$ cat config.mk
export PLATFORM = sky130hd
export DESIGN_NAME = button_debouncer
export DESIGN_NICKNAME = d
export VERILOG_FILES = /design/src/rtl/button_debouncer.sv
export SDC_FILE = /design/constraint.sdc
export NUM_CORES = 1
export LEC_CHECK = 0
export CAP_MARGIN = 40
export CORE_MARGIN = 2
export CORE_UTILIZATION = 45
export CTS_CLUSTER_SIZE = 25
export DETAILED_ROUTE_END_ITERATION = 12
export PLACE_DENSITY_LB_ADDON = 0.15
export SLEW_MARGIN = 20
export SYNTH_ARGS = -nofsm -noshare
export SYNTH_HDL_FRONTEND = slang
export SYNTH_SLANG_ARGS = --single-unit
$ cat constraint.sdc
create_clock -name clk -period 1.93 [get_ports clk]
set_input_delay 0.193 -clock clk [delete_from_list [all_inputs] [get_ports clk]]
set_output_delay 0.193 -clock clk [all_outputs]
set_load 0.01 [all_outputs]
$ cat src/rtl/button_debouncer.sv
// button_debouncer: synchronizes and debounces a raw push-button pin into a
// clean level (btn_level), with a busy flag while a candidate edge qualifies.
// Optional auto-repeat strobe for held buttons: define BUTTON_DEBOUNCER_REPEAT_EN.
//
// state       | meaning
// ------------+-----------------------------------------------
// S_IDLE      | stable released, btn_level = 0
// S_PRESS_CHK | candidate press, counting stable-1 cycles
// S_HELD      | stable pressed, btn_level = 1
// S_REL_CHK   | candidate release, counting stable-0 cycles
module button_debouncer #(
   parameter int SYNC_STAGES     = 2,
   parameter int DEBOUNCE_CYCLES = 1_000_000,
   parameter int ACTIVE_LOW_IN   = 0,
   parameter int REPEAT_DELAY    = 50_000_000,
   parameter int REPEAT_PERIOD   = 10_000_000
) (
   input  logic clk,
   input  logic reset,
   input  logic btn_in,
   output logic btn_level,
   output logic btn_busy,
   output logic repeat_pulse
);

   localparam int              CNT_W   = $clog2(DEBOUNCE_CYCLES);
   localparam logic [CNT_W-1:0] CNT_MAX = CNT_W'(DEBOUNCE_CYCLES - 1);
   localparam logic            IN_INV  = (ACTIVE_LOW_IN != 0);

   // Elaboration-time guard on the legal parameter ranges.
   if (SYNC_STAGES < 2 || SYNC_STAGES > 4 || DEBOUNCE_CYCLES < 2 ||
       REPEAT_DELAY < 1 || REPEAT_PERIOD < 1) begin : g_param_check
      $error("button_debouncer: illegal parameter value");
   end

   typedef enum logic [1:0] {
      S_IDLE      = 2'd0,
      S_PRESS_CHK = 2'd1,
      S_HELD      = 2'd2,
      S_REL_CHK   = 2'd3
   } state_t;

   state_t                 state, state_n;
   logic [CNT_W-1:0]       cnt, cnt_n;
   logic [SYNC_STAGES-1:0] sync_q;
   logic                   s;

   // Synchronizer chain; reset forces the not-pressed value regardless of the pin.
   always_ff @(posedge clk) begin
      if (!reset) begin
         sync_q <= '0;
      end else begin
         sync_q <= {sync_q[SYNC_STAGES-2:0], btn_in ^ IN_INV};
      end
   end

   assign s = sync_q[SYNC_STAGES-1];

   // Next-state and stability-counter logic; counter clears on every state change.
   always_comb begin
      state_n = state;
      cnt_n   = cnt;
      case (state)
         S_IDLE: begin
            if (s) begin
               state_n = S_PRESS_CHK;
               cnt_n   = '0;
            end
         end
         S_PRESS_CHK: begin
            if (!s) begin
               state_n = S_IDLE;
               cnt_n   = '0;
            end else if (cnt == CNT_MAX) begin
               state_n = S_HELD;
               cnt_n   = '0;
            end else begin
               cnt_n = cnt + CNT_W'(1);
            end
         end
         S_HELD: begin
            if (!s) begin
               state_n = S_REL_CHK;
               cnt_n   = '0;
            end
         end
         S_REL_CHK: begin
            if (s) begin
               state_n = S_HELD;
               cnt_n   = '0;
            end else if (cnt == CNT_MAX) begin
               state_n = S_IDLE;
               cnt_n   = '0;
            end else begin
               cnt_n = cnt + CNT_W'(1);
            end
         end
         default: begin
            state_n = S_IDLE;
            cnt_n   = '0;
         end
      endcase
   end

   // State register with registered level and busy outputs derived from next state.
   always_ff @(posedge clk) begin
      if (!reset) begin
         state     <= S_IDLE;
         cnt       <= '0;
         btn_level <= 1'b0;
         btn_busy  <= 1'b0;
      end else begin
         state     <= state_n;
         cnt       <= cnt_n;
         btn_level <= (state_n == S_HELD) || (state_n == S_REL_CHK);
         btn_busy  <= (state_n == S_PRESS_CHK) || (state_n == S_REL_CHK);
      end
   end

`ifdef BUTTON_DEBOUNCER_REPEAT_EN
   localparam int RPT_MAX = (REPEAT_DELAY > REPEAT_PERIOD) ? REPEAT_DELAY : REPEAT_PERIOD;
   localparam int RPT_W   = $clog2(RPT_MAX + 1);
   localparam logic [RPT_W-1:0] RPT_FIRST = RPT_W'(REPEAT_DELAY - 1);
   localparam logic [RPT_W-1:0] RPT_NEXT  = RPT_W'(REPEAT_PERIOD - 1);

   logic [RPT_W-1:0] rpt_cnt;
   logic             rpt_first_done;
   logic             rpt_q;
   logic             stay_held;
   logic [RPT_W-1:0] rpt_target;

   // The cycle that enters S_HELD is not a "stay", so the rising edge never pulses.
   assign stay_held  = (state == S_HELD) && (state_n == S_HELD);
   assign rpt_target = rpt_first_done ? RPT_NEXT : RPT_FIRST;

   // Repeat timer: runs only while held, restarts from the initial delay on any exit.
   always_ff @(posedge clk) begin
      if (!reset || !stay_held) begin
         rpt_cnt        <= '0;
         rpt_first_done <= 1'b0;
         rpt_q          <= 1'b0;
      end else if (rpt_cnt == rpt_target) begin
         rpt_cnt        <= '0;
         rpt_first_done <= 1'b1;
         rpt_q          <= 1'b1;
      end else begin
         rpt_cnt <= rpt_cnt + RPT_W'(1);
         rpt_q   <= 1'b0;
      end
   end

   assign repeat_pulse = rpt_q;
`else
   assign repeat_pulse = 1'b0;
`endif

endmodule

# [Word level (Yosys, flattened, before mapping)]
# Cells that the tools add are included.
[op_classes] reduce_logical=4 addsub=1 n_mux=13 eq_ne=9
[ops] op="20-bit two-way mux" n=5
[ops] op="20-bit case mux with 4 select lines" n=1
[ops] op="20-bit by 1-bit adder with 20-bit output (second input constant)" n=1
[ops] op="20-bit equality test (second input constant)" n=1
[ops] op="2-bit two-way mux" n=6
[ops] op="2-bit equality test (second input constant)" n=4
[ops] op="2-bit case mux with 4 select lines" n=1
[ops] op="2-bit by 1-bit equality test with 1-bit output (second input constant)" n=2
[ops] op="2-bit != test (second input constant)" n=2
[ops] op="2-bit logical NOT" n=1
[ops] op="1-bit logical OR" n=2
[ops] op="2-bit AND reduction" n=1
[totals] elab_cells=32 output_inout_bits=3 ff_bits=26

# [Logic depth before layout (Yosys ltp)]
[depth] word_depth=6 mapped_depth=6 depth_no_buf=5

# [Least setup slack after synthesis]
# Ideal clock, no wire load.
[synth_path] path_kind="register to register" startpoint="register cnt[0]" endpoint="register cnt[18]" setup_slack_ns=0.123 stages_incl_launch_ff=7 required_time_ns=1.844 period_less_slack_ns=1.807 setup_time_ns=0.086 arrival_time_ns=1.720 path_cell_list="dfxtp_1 > ha_1 > and3_1 > o211ai_1 > clkbuf_1 > or4_1 > a221oi_2"
[synth_between] elab_chain_len=4 elab_cells_between_ends=6 classes_between="1 x add/sub; 1 x eq/ne; 4 x mux"
[synth_lines] item="start, declared" line="44" rtl="logic [CNT_W-1:0] cnt, cnt_n;"
[synth_lines] item="start signal, assigned" line="114" rtl="cnt <= cnt_n;"
[synth_lines] item="20-bit by 1-bit adder with 20-bit output or 20-bit equality test (tied branches)"
[synth_lines] item="20-bit two-way mux (*)" line="74, 91"
[synth_lines] item="20-bit two-way mux, on equally long branches" line="88, 71"
[synth_lines] item="20-bit case mux with 4 select lines (*)" line="63" rtl="case (state)"
# Every way passes the cells marked *; elsewhere a longest branch is shown, timed or not.
# A chain may end at the register's enable or synchronous reset.

# [Final worst setup path]
[layout_path] startpoint="register cnt[6]" endpoint="register cnt[14]"
# The elaborated chain is that of the path after synthesis.

==> key figures <==
Outcome
  – Status: complete, no violations

Routing
  – # DRC: 0
  – Vias per std cell: 6.52
  – Avg WL per Cell: 16.8 um
  – Routed vias: 1,264
  – DR iter-0 viols: 66
  – Detail Route Antenna Nets: 0
  – 1st-pass router iterations: 4
  – Routed WL: 3.26 mm

Die
  – Initial Utilization: 0.476
  – I/O Pins: 6
  – Rows: 19
  – Die Width: 58.2 um
  – Core area: 2780 um^2
  – Die height: 58.2 um
  – Die area: 3390 um^2

Synth
  – Largest cells by area after synthesis: dfxtp_1 38%, a221oi_1 4.0%, a21oi_1 3.8%
  – Syn Std Cell Area: 1320 um^2
  – Synth warn: 0
  – Share of the yosys chip area belonging to registers: 0.378
  – Mapped Cells: 151
  – Library cells used by synthesis: 40
  – Mapped Avg Cell Area: 8.77 um^2
  – Post-synth top area share: 0.378
  – Ys async rst share: 0
  – Main synth FF type: dfxtp_1
  – Post-synth EDFFs: 0
  – Synth Register Bits: 25
  – Cell taking the most area after synthesis: dfxtp_1
  – Syn nets: 155

Place
  – GPL Wtd Cong: 0.800
  – I/O Buffers: 4
  – Placed cell count: 187
  – Dpl hpwl: 2.18 mm

Setup path
  – RR Endpoint: cnt[14]
  – Startpoint Class: flop
  – Flop-to-flop setup slack: 100 ps
  – Crit Path Max Fanout: 6
  – Worst Reg-to-Reg Cells: 5
  – WP data arrival: 2080 ps
  – Worst reg2reg path startpoint: cnt[6]
  – Crit path capture type: flop
  – Critical path class: reg -> reg
  – Req. time, crit path: 2180 ps

Clock tree
  – Clock root buffer master: clkbuf_4
  – H-tree depth: 1
  – Clk_lat worst skew: 330 ps
  – CTS clk-pin slew, worst paths: 150 ps
  – CTS Buffer Depth: 2
  – CTS tree: done
  – Hold Buf Count CTS: 0
  – Cts bufs inserted: 3
  – Clock sink count: 25

Timing
  – Slew Limit Fails: 0
  – Tmin final: 1830 ps
  – Peak Freq: 0.546 GHz
  – Hold Slack: 423 ps
  – RSZ-0062 raised after global routing: false
  – Final Hold Violating Endpoints: 0
  – Setup TNS: 0 ps
  – Slew @ Worst Pin: 515 ps
  – Final Skew: 8.53 ps
  – Final setup viols: 0
  – Max transition margin: 0.656
  – Period utilisation layout: 0.949

Power and ir drop
  – Worst vdd ir: 0.000458 V
  – Static leakage: 0.454 nW
  – Total power: 813 uW
  – Power Density: 541 nW/um^2

Run
  – MaxCap Viol Count: 0

Global routing
  – Vias in the first global route: 1,170
  – Gr busiest metal: met2
  – Global-route wire length before repair: 5.49 mm
  – Largest net degree at the start of global routing: 24
  – M3 GR Usage: 0.0335
  – Met1 usage: 0.299
  – Initial antenna violation count: 0
  – Met2 usage: 0.318
  – Gr usage total: 0.207
  – Total gr overflow: 0

Finish
  – Layout cells sized above 1: 0.178
  – Fin cells: 194
  – Nets: 168
  – Antenna Cells: 0
  – Final Util: 0.540
  – Area added between synthesis and finish: 13.5%

Min path
  – Hold Crit Start: btn_in
  – Hold depth: 2
  – Hold-critical path endpoint: sync_q[0]
  – HP Class: in -> reg
-- layout make-up --
class                           instances  area, um^2
Multi-Input combinational cell        113         781
Sequential cell                        25         507
Timing Repair Buffer                   16         130
Clock buffer                            3        22.5
Clock inverter                          1        5.00
Fill cell                             266        1280
Tap cell                               31        38.8
Inverter                                5        18.8
-- per-stage QoR --
| stage | setup WS, ps | cell area, um^2 |
|---|---|---|
| finish | 98.3 | 1500 |
| global route | 9.86 | 1500 |
| CTS | 11.2 | 1460 |
| detailed placement | 16.2 | 1430 |
| global placement | 87.7 | 1430 |
| floorplan | 123 | 1320 |
-- where the power goes --
part           leakage, nW  internal, mW  switching (mW)
logic                0.232        0.0128          0.0267
registers            0.204         0.519         0.00287
clock network       0.0177        0.0779           0.174
-- cell usage in the layout, fill, tap and decap left out, drive strengths merged, types with 2 or more instances in the layout --
| cell type | instances |
|---|---|
| dfxtp | 25 |
| clkbuf | 3 |
| or4 | 5 |
| a21oi | 10 |
| a211oi | 4 |
| nand4 | 2 |
| clkdlybuf4s50 | 4 |
| xor2 | 4 |
| nand3 | 7 |
| o211ai | 3 |
| nor2 | 2 |
| and3 | 2 |
| nor3 | 4 |
| o2111ai | 4 |
| nand2 | 11 |
| o21ai | 10 |
| inv | 5 |
| nor4b | 2 |
| and4 | 3 |
| o31ai | 5 |
| a221oi | 9 |
| buf | 12 |
| nor2b | 2 |
| or3 | 8 |
| and2 | 4 |
-- cells in the mapped netlist (5+ instances only) --
library cell	number
inv_1	5
nand2_1	11
or3_1	8
or4_1	5
nand3_1	7
a21oi_1	10
clkbuf_1	5
o31ai_1	5
o21ai_0	10
a221oi_1	6
dfxtp_1	25
-- critical path, stage by stage (launching register included) --
cell	delay, ps
dfxtp_1	440
and4_1	330
o211ai_1	150
buf_4	180
or4_1	390
a221oi_1	270
-- worst max path at each step --
stage / start / endpoint / slack [ps] / depth (start not counted)
finish: cnt[6] / cnt[14] / 100 / 5
global route: cnt[6] / cnt[18] / 10 / 5
CTS: cnt[1] / cnt[14] / 10 / 5
detailed placement: cnt[11] / cnt[17] / 20 / 4
global placement: cnt[1] / cnt[14] / 90 / 5
floorplan: cnt[0] / cnt[18] / 120 / 6
-- registers in the layout, indices dropped and copies added, names as in the netlist --
name       cells
cnt           20
sync_q         2
btn_busy       1
btn_level      1
state          1
-- per-layer routing --
layer	wire length, um	part of all wire	vias to the layer above
met5	0	0	-
met2	1470	0.45	35
met3	144	0.044	4
li1	-	-	612
met1	1610	0.49	613
met4	31	0.0095	0
-- logic make-up (layout without fill, tap and decap cells) --
group                      after synthesis  after routing  synth area share
and+or+nand+nor                         56             56             0.253
AOI/OAI and AO/OA                       50             50             0.276
DFF                                     25             25             0.378
buffers and inverters                   13             25            0.0416
xor gates and xnor gates                 5              5            0.0388
adders and majority gates                1              1           0.00945
other                                    1              1           0.00283
-- repair_timing --
action	in CTS	in global routing
gates cloned	0	0
endpoints found under the setup margin	2	12
buffers inserted	0	3
gates resized for setup	2	6
pin swaps	0	1
hold endpoints to repair	0	0
(Power assumes the default switching activity.)
